**src/rtl/linear_probe_store_pkg.sv**
```systemverilog
// -----------------------------------------------------------------------------
// linear_probe_store_pkg
// Shared encodings for the linear-probe key/value store: command and status
// codes, per-slot state, controller FSM states, the slot record and table
// geometry.
// -----------------------------------------------------------------------------
package linear_probe_store_pkg;

   localparam int unsigned NUM_SLOTS = 8;
   localparam int unsigned IDX_W     = 3;
   localparam int unsigned KEY_W     = 4;
   localparam int unsigned VAL_W     = 4;

   typedef enum logic [1:0] {
      CMD_LOOKUP = 2'd0,
      CMD_INSERT = 2'd1,
      CMD_DELETE = 2'd2,
      CMD_CLEAR  = 2'd3
   } cmd_e;

   typedef enum logic [1:0] {
      ST_OK        = 2'd0,
      ST_NOT_FOUND = 2'd1,
      ST_FULL      = 2'd2,
      ST_BUSY      = 2'd3
   } status_e;

   typedef enum logic [1:0] {
      SLOT_EMPTY     = 2'd0,
      SLOT_OCCUPIED  = 2'd1,
      SLOT_TOMBSTONE = 2'd2
   } slot_state_e;

   typedef enum logic [1:0] {
      FSM_IDLE  = 2'd0,
      FSM_PROBE = 2'd1,
      FSM_DONE  = 2'd2
   } fsm_state_e;

   typedef struct packed {
      slot_state_e      state;
      logic [KEY_W-1:0] key;
      logic [VAL_W-1:0] val;
   } slot_t;

   // Probe sequence step; the index width makes 7 wrap to 0.
   function automatic logic [IDX_W-1:0] next_idx(input logic [IDX_W-1:0] idx);
      return idx + 1'b1;
   endfunction

endpackage

```
**src/rtl/linear_probe_store_slot_file.sv**
```systemverilog
// -----------------------------------------------------------------------------
// lps_slot_file
// Eight-entry slot storage for linear_probe_store.
//   clk, rst_n : clock, synchronous active-low reset (all slots EMPTY)
//   rd_idx     : combinational read port address
//   rd_slot    : slot record at rd_idx
//   we, wr_idx, wr_slot : single write port, applied on the rising edge
//   clr        : set every slot EMPTY on the rising edge (wins over we)
// -----------------------------------------------------------------------------
module lps_slot_file
   import linear_probe_store_pkg::*;
(
   input  logic             clk,
   input  logic             rst_n,
   input  logic [IDX_W-1:0] rd_idx,
   output slot_t            rd_slot,
   input  logic             we,
   input  logic [IDX_W-1:0] wr_idx,
   input  slot_t            wr_slot,
   input  logic             clr
);

   slot_t slots_q [NUM_SLOTS];
   slot_t slots_d [NUM_SLOTS];

   assign rd_slot = slots_q[rd_idx];

   always_comb begin
      for (int unsigned i = 0; i < NUM_SLOTS; i++) begin
         slots_d[i] = slots_q[i];
      end
      if (clr) begin
         for (int unsigned i = 0; i < NUM_SLOTS; i++) begin
            slots_d[i] = '{state: SLOT_EMPTY, key: '0, val: '0};
         end
      end else if (we) begin
         slots_d[wr_idx] = wr_slot;
      end
   end

   always_ff @(posedge clk) begin
      if (!rst_n) begin
         for (int unsigned i = 0; i < NUM_SLOTS; i++) begin
            slots_q[i] <= '{state: SLOT_EMPTY, key: '0, val: '0};
         end
      end else begin
         for (int unsigned i = 0; i < NUM_SLOTS; i++) begin
            slots_q[i] <= slots_d[i];
         end
      end
   end

endmodule

```
**src/rtl/linear_probe_store.sv**
```systemverilog
// -----------------------------------------------------------------------------
// linear_probe_store
// Open-addressing hash table (8 slots, linear probing, tombstone deletes).
//   clk, rst_n : clock, synchronous active-low reset
//   go         : level request; a command is accepted on its 0->1 edge in IDLE
//   cmd        : 0 LOOKUP, 1 INSERT, 2 DELETE, 3 CLEAR
//   hash       : home slot, supplied by the initiator
//   key, val   : operands
//   status     : 0 OK/FOUND, 1 NOT_FOUND, 2 FULL, 3 BUSY
//   out        : LOOKUP result value (0 for every other result)
// One slot is examined per PROBE cycle; the result is latched in DONE and
// held on status/out until the next command goes BUSY.
// -----------------------------------------------------------------------------
module linear_probe_store
   import linear_probe_store_pkg::*;
(
   input  logic             clk,
   input  logic             rst_n,
   input  logic             go,
   input  logic [1:0]       cmd,
   input  logic [IDX_W-1:0] hash,
   input  logic [KEY_W-1:0] key,
   input  logic [VAL_W-1:0] val,
   output logic [1:0]       status,
   output logic [VAL_W-1:0] out
);

   fsm_state_e       state_q, state_d;
   logic             go_q, go_d;
   logic             armed_q, armed_d;
   cmd_e             cmd_q, cmd_d;
   logic [KEY_W-1:0] key_q, key_d;
   logic [VAL_W-1:0] val_q, val_d;
   logic [IDX_W-1:0] idx_q, idx_d;
   logic [IDX_W-1:0] cnt_q, cnt_d;
   logic             ff_valid_q, ff_valid_d;
   logic [IDX_W-1:0] ff_idx_q, ff_idx_d;
   status_e          res_status_q, res_status_d;
   logic [VAL_W-1:0] res_out_q, res_out_d;
   status_e          status_q, status_d;
   logic [VAL_W-1:0] out_q, out_d;

   slot_t            rd_slot;
   logic             we;
   logic [IDX_W-1:0] wr_idx;
   slot_t            wr_slot;
   logic             clr;

   logic accept;
   logic hit, is_empty, is_tomb, last_probe, term;

   lps_slot_file u_slots (
      .clk     (clk),
      .rst_n   (rst_n),
      .rd_idx  (idx_q),
      .rd_slot (rd_slot),
      .we      (we),
      .wr_idx  (wr_idx),
      .wr_slot (wr_slot),
      .clr     (clr)
   );

   assign status = status_q;
   assign out    = out_q;

   always_comb begin
      state_d      = state_q;
      go_d         = go;
      // A go level held through reset release must fall once before it can
      // start a command.
      armed_d      = armed_q | ~go;
      cmd_d        = cmd_q;
      key_d        = key_q;
      val_d        = val_q;
      idx_d        = idx_q;
      cnt_d        = cnt_q;
      ff_valid_d   = ff_valid_q;
      ff_idx_d     = ff_idx_q;
      res_status_d = res_status_q;
      res_out_d    = res_out_q;
      status_d     = status_q;
      out_d        = out_q;
      we           = 1'b0;
      wr_idx       = idx_q;
      wr_slot      = '{state: SLOT_OCCUPIED, key: key_q, val: val_q};
      clr          = 1'b0;
      term         = 1'b0;

      accept     = go & ~go_q & armed_q & (state_q == FSM_IDLE);
      hit        = (rd_slot.state == SLOT_OCCUPIED) && (rd_slot.key == key_q);
      is_empty   = (rd_slot.state == SLOT_EMPTY);
      is_tomb    = (rd_slot.state == SLOT_TOMBSTONE);
      last_probe = (cnt_q == 3'd7);

      case (state_q)
         FSM_IDLE: begin
            if (accept) begin
               state_d    = FSM_PROBE;
               cmd_d      = cmd_e'(cmd);
               key_d      = key;
               val_d      = val;
               idx_d      = hash;
               cnt_d      = '0;
               ff_valid_d = 1'b0;
            end
         end

         FSM_PROBE: begin
            status_d     = ST_BUSY;
            res_status_d = ST_OK;
            res_out_d    = '0;
            case (cmd_q)
               CMD_LOOKUP: begin
                  if (hit) begin
                     term      = 1'b1;
                     res_out_d = rd_slot.val;
                  end else if (is_empty || last_probe) begin
                     term         = 1'b1;
                     res_status_d = ST_NOT_FOUND;
                  end
               end

               CMD_INSERT: begin
                  if (!ff_valid_q && (is_empty || is_tomb)) begin
                     ff_valid_d = 1'b1;
                     ff_idx_d   = idx_q;
                  end
                  if (hit) begin
                     term = 1'b1;
                     we   = 1'b1;
                  end else if (is_empty || (last_probe && (ff_valid_q || is_tomb))) begin
                     // The earliest reusable slot wins; when none was seen
                     // before this probe, the current slot is that slot.
                     term   = 1'b1;
                     we     = 1'b1;
                     wr_idx = ff_valid_q ? ff_idx_q : idx_q;
                  end else if (last_probe) begin
                     term         = 1'b1;
                     res_status_d = ST_FULL;
                  end
               end

               CMD_DELETE: begin
                  if (hit) begin
                     term    = 1'b1;
                     we      = 1'b1;
                     wr_slot = '{state: SLOT_TOMBSTONE, key: rd_slot.key, val: rd_slot.val};
                  end else if (is_empty || last_probe) begin
                     term         = 1'b1;
                     res_status_d = ST_NOT_FOUND;
                  end
               end

               default: begin
                  term = 1'b1;
                  clr  = 1'b1;
               end
            endcase

            if (term) begin
               state_d = FSM_DONE;
            end else begin
               idx_d = next_idx(idx_q);
               cnt_d = cnt_q + 3'd1;
            end
         end

         FSM_DONE: begin
            status_d   = res_status_q;
            out_d      = res_out_q;
            ff_valid_d = 1'b0;
            state_d    = FSM_IDLE;
         end

         default: begin
            state_d = FSM_IDLE;
         end
      endcase
   end

   always_ff @(posedge clk) begin
      if (!rst_n) begin
         state_q      <= FSM_IDLE;
         go_q         <= 1'b0;
         armed_q      <= 1'b0;
         cmd_q        <= CMD_LOOKUP;
         key_q        <= '0;
         val_q        <= '0;
         idx_q        <= '0;
         cnt_q        <= '0;
         ff_valid_q   <= 1'b0;
         ff_idx_q     <= '0;
         res_status_q <= ST_OK;
         res_out_q    <= '0;
         status_q     <= ST_OK;
         out_q        <= '0;
      end else begin
         state_q      <= state_d;
         go_q         <= go_d;
         armed_q      <= armed_d;
         cmd_q        <= cmd_d;
         key_q        <= key_d;
         val_q        <= val_d;
         idx_q        <= idx_d;
         cnt_q        <= cnt_d;
         ff_valid_q   <= ff_valid_d;
         ff_idx_q     <= ff_idx_d;
         res_status_q <= res_status_d;
         res_out_q    <= res_out_d;
         status_q     <= status_d;
         out_q        <= out_d;
      end
   end

endmodule

```
**config.mk**
```make
export PLATFORM = sky130hd
export DESIGN_NAME = linear_probe_store
export DESIGN_NICKNAME = d
export VERILOG_FILES = /design/src/rtl/linear_probe_store_pkg.sv /design/src/rtl/linear_probe_store_slot_file.sv /design/src/rtl/linear_probe_store.sv
export SDC_FILE = /design/constraint.sdc
export NUM_CORES = 1
export LEC_CHECK = 0
export CAP_MARGIN = 20
export CELL_PAD_IN_SITES_DETAIL_PLACEMENT = 1
export CELL_PAD_IN_SITES_GLOBAL_PLACEMENT = 2
export CORE_MARGIN = 8
export CORE_UTILIZATION = 35
export CTS_CLUSTER_DIAMETER = 30
export DETAILED_ROUTE_END_ITERATION = 7
export PLACE_DENSITY_LB_ADDON = 0.1
export SLEW_MARGIN = 10
export SYNTH_ARGS = -nofsm -noshare
export SYNTH_HDL_FRONTEND = slang
export SYNTH_SLANG_ARGS = --single-unit
```
**constraint.sdc**
```tcl
create_clock -name clk -period 3.58 [get_ports clk]
set_input_delay 1.074 -clock clk [delete_from_list [all_inputs] [get_ports clk]]
set_output_delay 1.074 -clock clk [all_outputs]
set_load 0.03 [all_outputs]
```
# ---- Word-level counts from Yosys, hierarchy flattened
# Memories as Yosys holds them, arrays and structs flattened. A register that Yosys moved wholly into a read port is not among the register bits.
# Index checks and enable logic that the tools add are counted.
dict set report totals {
  reg_bits 36
  ramBits 80
  input_bits 16
  output_inout_bits 6
  elab_cells 130
  n_memories 1
}
# memory depth word_bits read_ports rd_ports_with_merged_regs write_ports line_no
set mem_list {}
lappend mem_list {u_slots.slots_q 8 10 9 1 8 linear_probe_store_slot_file.sv:23} ;# slot_t slots_q [NUM_SLOTS];
dict set report classes {
  addsub 2
  order_cmp 2
  eq_ne 13
  n_mux 61
  bitwise 15
  reduce_logical 22
}
# operator count
set op_table {}
lappend op_table {{$mux W80} 2}
lappend op_table {{$mux W10} 12}
lappend op_table {{$bwmux W80} 1}
lappend op_table {{$mux W3} 11}
lappend op_table {{$demux W10 S3} 1}
lappend op_table {{$mux W1} 19}
lappend op_table {{$pmux W2 S2} 3}
lappend op_table {{$pmux W3 S2} 2}
lappend op_table {{$mux W2} 5}
lappend op_table {{$or A1 B1 Y1} 9}
lappend op_table {{$mux W4} 2}
lappend op_table {{$ne A2 B2 Y1 const B} 4}
lappend op_table {{$add A3 B1 Y3 const B} 2}
lappend op_table {{$eq A2 B1 Y1 const B} 3}
lappend op_table {{$eq A2 B2 Y1 const B} 3}
lappend op_table {{$logic_not A2 Y1} 3}
lappend op_table {{$reduce_and A3 Y1} 2}
lappend op_table {{$eq A4 B4 Y1} 1}
lappend op_table {{$ge A4 B4 Y1 const B} 1}
lappend op_table {{$logic_and A1 B1 Y1} 4}
lappend op_table {{$logic_or A1 B1 Y1} 4}
lappend op_table {{$lt A4 B1 Y1 const B} 1}
lappend op_table {{$not A3 Y4} 1}
lappend op_table {{$pmux W1 S2} 2}
lappend op_table {{other kinds (12)} 17}

# ---- Logic depth before layout (Yosys ltp)
# Gate-level depths: netlist of the first run.
dict set report depth {
  ltp_word 17
  depth_mapped 11
  depth_no_buf 9
}

# ---- Modules after synthesis
# Synthesis of the first run repeated with hierarchy kept, for this count alone.
dict set report unflattened {
  hier_cells 626
  area_unflattened_um2 5462.7
}
# module n_inst cells_each area_each_um2 seq_area_each_um2
set by_module_without_submodules {}
lappend by_module_without_submodules {lps_slot_file 1 406 3593.4 1601.5}
lappend by_module_without_submodules {linear_probe_store 1 220 1869.3 720.7}

# ---- Least setup slack after synthesis of the first run
# OpenSTA, ideal clock, no wires.
dict set report synth_path {
  path_kind {reg2reg}
  from {register with a tool-made name}
  to {memory u_slots.slots_q[3][9] (netlist name)}
  setup_time_ps 76
  arrival_time_ps 2811
  t_required_ps 3504
  setup_slack_ps 693
  path_stages_with_launch 12
  path_cell_list {dfxtp_1 buf_6 buf_2 mux4_2 nand2b_1 o21ai_2 nand4_1 o21ai_2 mux2i_1 nor2b_1 buf_4 mux2i_1}
}
# item line_no
set synth_lines {}
lappend synth_lines {{to (decl)} linear_probe_store_slot_file.sv:23}

==> impl_metrics.toml, run 1 <==
[synthesis]
yosysSeqAreaShare_pct = 42.5
synth_cells = 546
ys.flop_type = "dfxtp_1"
synth_fp_nets = 573
synthTopCellsByArea = "dfxtp_1, mux2i_1, nand2_1, mux4_2, ha_1"
synthArstFlopShare_pct = 0
synth_fa_ha_area_share_pct = 2.45
synth_mux_area_share_pct = 28.3
syn_area_per_cell_um2 = 10.3
synth_compound_area_share_pct = 4.64
synth.largest_area_cell = "dfxtp_1"
synth.top_cell.area_share_pct = 42.5
synth_cell_types = 45
synth-edff-count = 0
synth_common_cells = "nand2_1, dfxtp_1, mux2i_1"
ys_ff_latch = 119
synth_xor_area_share_pct = 0.625
synthSimpleGateAreaFrac_pct = 17.1
synth_top_family_by_area = "multiplexers"
synth_most_common_cell = "nand2_1"
syn_area_um2 = 5610
yosys_warnings = 0

[routing]
wire_per_inst_um = 18.3
drc = 0
routed_wl_um = 14700
dr.pass1.iters = 4
postRouteAntennaNets = 0
post_drt_via_cell_ratio = 4.99
drt-initial-drc-count = 143
vias = 4004

[grt]
first_global_vias = 4337
grt_first_pass_wirelength_um = 23700
antenna_found_initial = 0
grt_max_degree = 44
grt_use_total_pct = 15.5
overflow = 0

[critical_path]
crit_path_start_kind = "register"
path_max_fanout = 25
arrival_ns = 3.71
critical_path_class = "register to register"
end_kind = "register"
reg2reg_depth = 9
crit_required_ns = 3.92

[timing]
tns_ns = 0
slew_headroom_pct = 44.4
fmax_mhz = 296
post-route-period-util_pct = 94.3
maxSlewViolCount = 0
tightest_slew_ns = 0.832
finalClockSkew_ns = 0.00928
hold_viol_final = 0
finalSetupViolations = 0
fin_crit_ns = 3.38

[layout]
final_core_utilization_pct = 42.4
drive_gt1_share_pct = 15.3
regArea_um2 = 2380
area_delta_synth_final_pct = 19.3
stdcell_count = 803
multi_input_area_um2 = 3000
diodes = 0
num-nets-final = 603
fillers = 1778

[worst_hold_path]
hp-class = "register to register"
whs_path_depth = 2

[power_and_ir_drop]
pwr-share-comb_pct = 10.3
switching_share_pct = 24.5
power.switching_mw = 0.846
max-vdd-ir-drop_uv = 327
p_int_mw = 2.60
p_seq_share_pct = 40.2
p_per_area_nw_per_um2 = 515
leakage_nw = 2.61
clockPowerShare_pct = 49.4

[clocking]
htree_levels = 4
clock_path_buffers = 2
path_clk_slew_ns = 0.06
cts-buffers-inserted = 17
cts_hold_buf = 0
root_buffer = "clkbuf_16"
insertion_delay_ns = 0.42
cts_sinks = 119
cts_tree = "built"

[floorplan]
rows = 46
die_area_um2 = 20300
die_w_um = 143
io_pins = 22
start_util_pct = 35.6
die_y_um = 143
core_um2 = 15800

[placement]
dpl.cell_count = 773
gp_congestion = 0.734
numPortBuffers = 21
hpwl_um = 9880

[run_status]
outcome = "completed"

[flow_run]
drv_cap = 0
[power by group through the flow]
| stage | clock network (mW) | logic [mW] | registers (mW) |
|---|---|---|---|
| global route | 1.81 | 0.385 | 1.39 |
| finish | 1.71 | 0.356 | 1.39 |
| global placement | 0 | 0.358 | 1.42 |
| floorplan | 0 | 0.249 | 1.41 |
| CTS | 1.75 | 0.365 | 1.39 |
| detailed placement | 0 | 0.362 | 1.42 |
[repair_timing]
item | in CTS | in global routing
endpoints found under the setup margin | 0 | 10
setup buffers | 0 | 0
gates resized for setup | 0 | 1
[layer usage]
layer	global-route usage [%]	wire length, µm	vias to the layer above
met5	0	0	-
met4	4.81	170	0
met3	4.90	479	16
met2	25.9	7190	36
met1	18.6	6850	2013
li1	-	-	1939
[through the flow]
stage	power (mW)	worst slack, ns	hold slack (ns)	cell area (µm²)
global placement	1.77	0.285	0.439	6100
floorplan	1.66	0.693	0.430	5610
finish	3.45	0.203	0.455	6690
detailed placement	1.78	0.203	0.450	6100
CTS	3.50	0.176	0.459	6680
global route	3.59	-0.00862	0.475	6690
[worst max-delay path, stage by stage (launching register included)]
cell      delay [ns]
dfxtp_1         0.35
buf_12          0.23
mux4_2          0.57
nand2b_1        0.18
o21ai_2         0.16
nand4_1         0.32
or4b_2          0.74
o311ai_4        0.24
nand2_8         0.23
mux2i_1         0.25
[sequential cells by signal, summed over array words and instances, names as in the netlist, 2 cells and up, named ones only]
name,cells
u_slots.slots_q,80
key_q,4
out,4
res_out_q,4
val_q,4
cnt_q,3
ff_idx_q,3
idx_q,3
cmd_q,2
res_status_q,2
state_q,2
status,2
[worst paths after layout]
kind / start / end / slack [ns]
max: register / u_slots.slots_q[4][2] / 0.20
min reg2reg: u_slots.slots_q[3][1] / u_slots.slots_q[3][1] / 0.45
max reg2reg: register / u_slots.slots_q[4][2] / 0.20
min: u_slots.slots_q[3][1] / u_slots.slots_q[3][1] / 0.45
[final cells by class]
type | count | share of cell area (%)
clock buffers | 24 | 7.35
clock inverters | 6 | 1.36
repair buffers | 41 | 6.32
well taps | 216 | 4.04
multi-input cells | 388 | 44.8
flip-flops and latches | 119 | 35.6
inverters | 9 | 0.505
[placed cells by master (no fill, tap or decap), types with 4 or more instances in the layout]
master           instances
nor3_1                   7
clkdlybuf4s50_1         21
and2_1                   5
dfxtp_1                119
nor2_1                  26
nor2b_1                  4
ha_1                    11
nand2_1                122
mux2i_1                110
nand4_1                  6
clkbuf_16               17
buf_4                   15
nand2b_1                 8
mux2_2                   9
nand2_8                  4
clkbuf_8                 4
a21oi_1                 18
inv_1                    8
mux4_2                  17
buf_12                   5
[kinds of logic (layout without fill, tap and decap cells)]
family | after synthesis | in the layout
AO/OA/AOI/OAI | 37 | 37
adder cells (fa/ha/maj) | 11 | 11
AND/OR/NAND/NOR | 200 | 200
buffers and inverters | 39 | 80
flip-flops | 119 | 119
XOR/XNOR | 4 | 4
multiplexers | 136 | 136
Note: power is estimated with default switching activity, not from simulation.
==> inputs of run 2 (changes only) <==
Settings changed: ABC_AREA from default to 1, CORE_UTILIZATION 35 to 34.
==> impl_metrics.toml, run 2 <==
[run_status]
outcome = "completed"

[clocking]
root_buffer = "clkbuf_16"
ctsResizeCount = 0
cts-buffers-inserted = 17
post_cts_buffers = 0
cts_sinks = 119
path_clk_slew_ns = 0.05
insertion_delay_ns = 0.42
cts_hold_buf = 0
htree_levels = 4
cts_tree = "built"
clock_path_buffers = 2

[routing]
drt-initial-drc-count = 200
dr.pass1.iters = 4
wire_per_inst_um = 16.2
postRouteAntennaNets = 0
routed_wl_um = 18300
vias = 5492
post_drt_via_cell_ratio = 4.86
drc = 0

[placement]
numPortBuffers = 21
dpl.cell_count = 1098
gp_congestion = 0.772
hpwl_um = 13100
placed_area_um2 = 6300

[synthesis]
synth_cell_types = 35
synth_fp_nets = 903
yosys_warnings = 0
syn_area_um2 = 5920
syn_area_per_cell_um2 = 6.75
synth_cells = 876
synth-edff-count = 0
synth.top_cell.area_share_pct = 40.3
ys_ff_latch = 119
synth_most_common_cell = "nand2_1"
ys.flop_type = "dfxtp_1"
synthTopCellsByArea = "dfxtp_1, nand2_1, nor2_1, nand3_1, inv_1"
synthArstFlopShare_pct = 0
yosysSeqAreaShare_pct = 40.3
synth_common_cells = "nand2_1, nor2_1, dfxtp_1"
synth.largest_area_cell = "dfxtp_1"

[timing]
maxSlewViolCount = 0
rsz0062_at_grt = "false"
hold_viol_final = 0
fin_crit_ns = 3.12
finalClockSkew_ns = 0.00853
finalSetupViolations = 0
fmax_mhz = 320
post-route-period-util_pct = 87.2
slew_headroom_pct = 34.3
tightest_slew_ns = 0.979
tns_ns = 0

[floorplan]
start_util_pct = 34.4
io_pins = 22
die_area_um2 = 21900
die_w_um = 148
rows = 48
die_y_um = 148
core_um2 = 17200

[critical_path]
rrSetupSlack_ns = 0.46
arrival_ns = 3.43
path_max_fanout = 42
critical_path_class = "register to register"
crit_path_start_kind = "register"
r2r_end = "u_slots.slots_q[3][1]"
reg2reg_depth = 15
end_kind = "register"
crit_required_ns = 3.89

[layout]
stdcell_count = 1130
final_cell_mix = "nand2_1, nor2_1, dfxtp_1, nand3_1, inv_1"
multi_input_area_um2 = 3010
finalInstanceArea_um2 = 6950
area_delta_synth_final_pct = 17.5
fillers = 2226
largest_register_ffs = 80
diodes = 0
max_flop_register = "u_slots.slots_q"
num-nets-final = 919
drive_gt1_share_pct = 9.17
regArea_um2 = 2380
final_common_cell = "nand2_1"
final_core_utilization_pct = 40.5

[grt]
busiest_layer = "met2"
overflow = 0
met2_usage_pct = 30.0
gr-usage-met3_pct = 3.76
first_global_vias = 5771
antenna_found_initial = 0
grt_use_total_pct = 17.6
grtUsageMet1_pct = 21.9
grt_first_pass_wirelength_um = 30100
grt_max_degree = 61

[power_and_ir_drop]
p_int_mw = 2.89
clockPowerShare_pct = 45.7
leakage_nw = 2.92
p_seq_share_pct = 33.8
switching_share_pct = 30.7
p_per_area_nw_per_um2 = 600
power.switching_mw = 1.28
pwr-share-comb_pct = 20.5
max-vdd-ir-drop_uv = 336

[worst_hold_path]
whs_path_depth = 2
hp-class = "register to register"
worstHoldEndpoint = "u_slots.slots_q[5][8]"
hold_path.startpoint = "u_slots.slots_q[5][8]"

[flow_run]
drv_cap = 0
==> run 2: logic make-up after synthesis <==
group | synth area share, %
and+or+nand+nor | 38.0
buffers and inverters | 9.09
DFF | 40.3
AOI/OAI and AO/OA | 9.98
adders and majority gates | 2.33
xor gates and xnor gates | 0.148
muxes | 0.169
==> run 2: cell type report <==
type	count	share of cell area (%)
Tap cell	225	4.05
Timing Repair Buffer	32	4.21
Sequential cell	119	34.3
Inverter	89	4.82
Multi-Input combinational cell	633	43.3
Clock inverter	12	2.84
Clock buffer	20	6.57
==> run 2: worst max-delay path, stage by stage, from the launching register on <==
cell,delay [ns]
dfxtp_1,0.34
buf_4,0.40
nand2_1,0.13
nand3_1,0.11
nand3_1,0.13
nand2_1,0.16
inv_1,0.07
a21oi_2,0.16
nand3_2,0.27
a21oi_1,0.26
nand2_2,0.14
nor2_8,0.35
buf_4,0.24
nand3_1,0.08
nand2_1,0.10
nor2_1,0.06
==> run 2: worst max path at each step <==
| stage | slack (ns) | depth (start not counted) | end | start |
|---|---|---|---|---|
| floorplan | 1.31 | 21 | u_slots.slots_q[6][4] | register |
| global placement | 0.51 | 13 | u_slots.slots_q[7][3] | register |
| detailed placement | 0.44 | 14 | u_slots.slots_q[5][3] | register |
| CTS | 0.43 | 14 | u_slots.slots_q[5][3] | register |
| global route | 0.10 | 15 | u_slots.slots_q[3][1] | register |
| finish | 0.46 | 15 | u_slots.slots_q[3][1] | register |
==> run 2: routing by layer <==
layer / vias up / share of wire (%)
li1: 2791 / -
met1: 2623 / 48
met2: 63 / 48
met3: 15 / 2.8
met4: 0 / 1.2
met5: - / 0
==> run 2: metrics by stage <==
stage / setup WS [ns] / hold WS, ns / total power, mW
2_1_floorplan: 1.31 / 0.424 / 2.04
3_3_place_gp: 0.509 / 0.433 / 2.28
3_5_place_dp: 0.445 / 0.449 / 2.30
4_1_cts: 0.428 / 0.466 / 4.22
5_1_grt: 0.102 / 0.489 / 4.38
6_report: 0.458 / 0.465 / 4.17
==> run 2: power by group through the flow <==
stage,clock (mW),combinational (mW),sequential (mW)
after floorplan,0,0.587,1.45
after global placement,0,0.843,1.44
after detailed placement,0,0.863,1.44
after CTS,1.95,0.866,1.41
after global routing,2.01,0.962,1.41
final,1.91,0.856,1.41
==> inputs of run 3 (changes only) <==
Settings changed: CORE_UTILIZATION 34 to 35, CTS_BUF_LIST from default to sky130_fd_sc_hd__clkbuf_4 sky130_fd_sc_hd__clkbuf_8 sky130_fd_sc_hd__clkbuf_16.
Clock period 3.58 ns to 3.6 ns, I/O delays scaled along.
==> impl_metrics.toml, run 3 (synthesized netlist as in run 2, its figures left out) <==
[clocking]
insertion_delay_ns = 0.42
cts-buffers-inserted = 17
root_buffer = "clkbuf_16"
htree_levels = 4
post_cts_buffers = 0
ctsResizeCount = 0
path_clk_slew_ns = 0.06
cts_hold_buf = 0
cts_sinks = 119
cts_tree = "built"
clock_path_buffers = 2

[floorplan]
start_util_pct = 35.7
die_w_um = 146
rows = 47
core_um2 = 16600
io_pins = 22
die_y_um = 146
die_area_um2 = 21300

[grt]
grt_first_pass_wirelength_um = 29700
first_global_vias = 5786
overflow = 0
antenna_found_initial = 0
grt_use_total_pct = 17.4
grt_max_degree = 45

[routing]
drc = 0
wire_per_inst_um = 16.1
dr.pass1.iters = 4
drt-initial-drc-count = 184
post_drt_via_cell_ratio = 4.92
vias = 5528
postRouteAntennaNets = 0
routed_wl_um = 18100

[timing]
rsz0062_at_grt = "false"
finalClockSkew_ns = 0.0122
fin_crit_ns = 3.23
hold_viol_final = 0
fmax_mhz = 310
tightest_slew_ns = 0.847
finalSetupViolations = 0
maxSlewViolCount = 0
slew_headroom_pct = 43.1
post-route-period-util_pct = 89.6
tns_ns = 0

[layout]
area_delta_synth_final_pct = 16.3
final_common_cell = "nand2_1"
max_flop_register = "u_slots.slots_q"
final_cell_mix = "nand2_1, nor2_1, dfxtp_1, nand3_1, inv_1"
final_core_utilization_pct = 41.5
num-nets-final = 918
diodes = 0
drive_gt1_share_pct = 9.18
largest_register_ffs = 80

[power_and_ir_drop]
max-vdd-ir-drop_uv = 313
leakage_nw = 2.88
power_mw = 4.00
p_per_area_nw_per_um2 = 581

[critical_path]
crit_path_top_delay_cell = "buf_4"
critical_path_class = "register to register"
crit_path_start_kind = "register"
crit_required_ns = 3.94
arrival_ns = 3.57
crit_chain = "buf_4, nand2_1, nand3_1, nand3_1, nand3_1, nand2_1, nor2_1, nand3_2, a21oi_1, nand2_2, nor2_8, nand2_2, inv_2, nor2_1, nor2_1"
end_kind = "register"
critPathBufInv = 2
path_delay_family = "simple AND/OR/NAND/NOR gates"
path_max_fanout = 42
max_stage_delay_ns = 0.40

[placement]
gp_congestion = 0.801
numPortBuffers = 21
hpwl_um = 12900

[run_status]
outcome = "completed"

[flow_run]
drv_cap = 0

[worst_hold_path]
hp-class = "register to register"
run 3: where the power goes:
group          switching, mW  total [mW]  leakage (nW)  internal (mW)
clock network          0.686        1.75         0.283           1.06
logic                  0.599       0.847          1.64          0.248
registers             0.0381        1.40         0.962           1.36
run 3: worst register-to-register path, cell delays in order (launching register included):
cell     delay [ns]
dfxtp_1        0.34
buf_4          0.40
nand2_1        0.13
nand3_1        0.10
nand3_1        0.12
nand3_1        0.10
nand2_1        0.06
nor2_1         0.25
nand3_2        0.30
a21oi_1        0.25
nand2_2        0.14
nor2_8         0.40
nand2_2        0.17
inv_2          0.19
nor2_1         0.09
nor2_1         0.13
run 3: layout make-up:
| class | count | area (µm²) |
|---|---|---|
| Fill cell | 2130 | 9700 |
| Multi-Input combinational cell | 633 | 3010 |
| Sequential cell | 119 | 2380 |
| Clock buffer | 19 | 453 |
| Inverter | 89 | 335 |
| Timing Repair Buffer | 31 | 285 |
| Tap cell | 220 | 275 |
| Clock inverter | 13 | 144 |
run 3: routing by layer:
| metal | wire, µm | vias to the layer above | track usage, % |
|---|---|---|---|
| met1 | 8640 | 2654 | 21.3 |
| met2 | 8680 | 69 | 30.1 |
| met4 | 214 | 0 | 4.79 |
| met5 | 0 | - | 0 |
| met3 | 541 | 15 | 3.86 |
| li1 | - | 2790 | - |
run 3: path summary, 6_finish.rpt:
path,from,end,slack [ns],cells after the start
setup reg to reg,register,u_slots.slots_q[7][2],0.37,15
hold / removal,armed_q,armed_q,0.44,2
hold reg to reg,armed_q,armed_q,0.44,2
setup / recovery,register,u_slots.slots_q[7][2],0.37,15
run 3: stage by stage:
step / std cells / hold WS (ns) / instance area (µm²) / worst slack, ns
detailed placement: 1092 / 0.437 / 6290 / 0.379
global route: 1124 / 0.467 / 6880 / 0.0439
global placement: 1092 / 0.432 / 6290 / 0.410
floorplan: 876 / 0.424 / 5920 / 1.33
finish: 1124 / 0.444 / 6880 / 0.373
CTS: 1124 / 0.447 / 6880 / 0.331
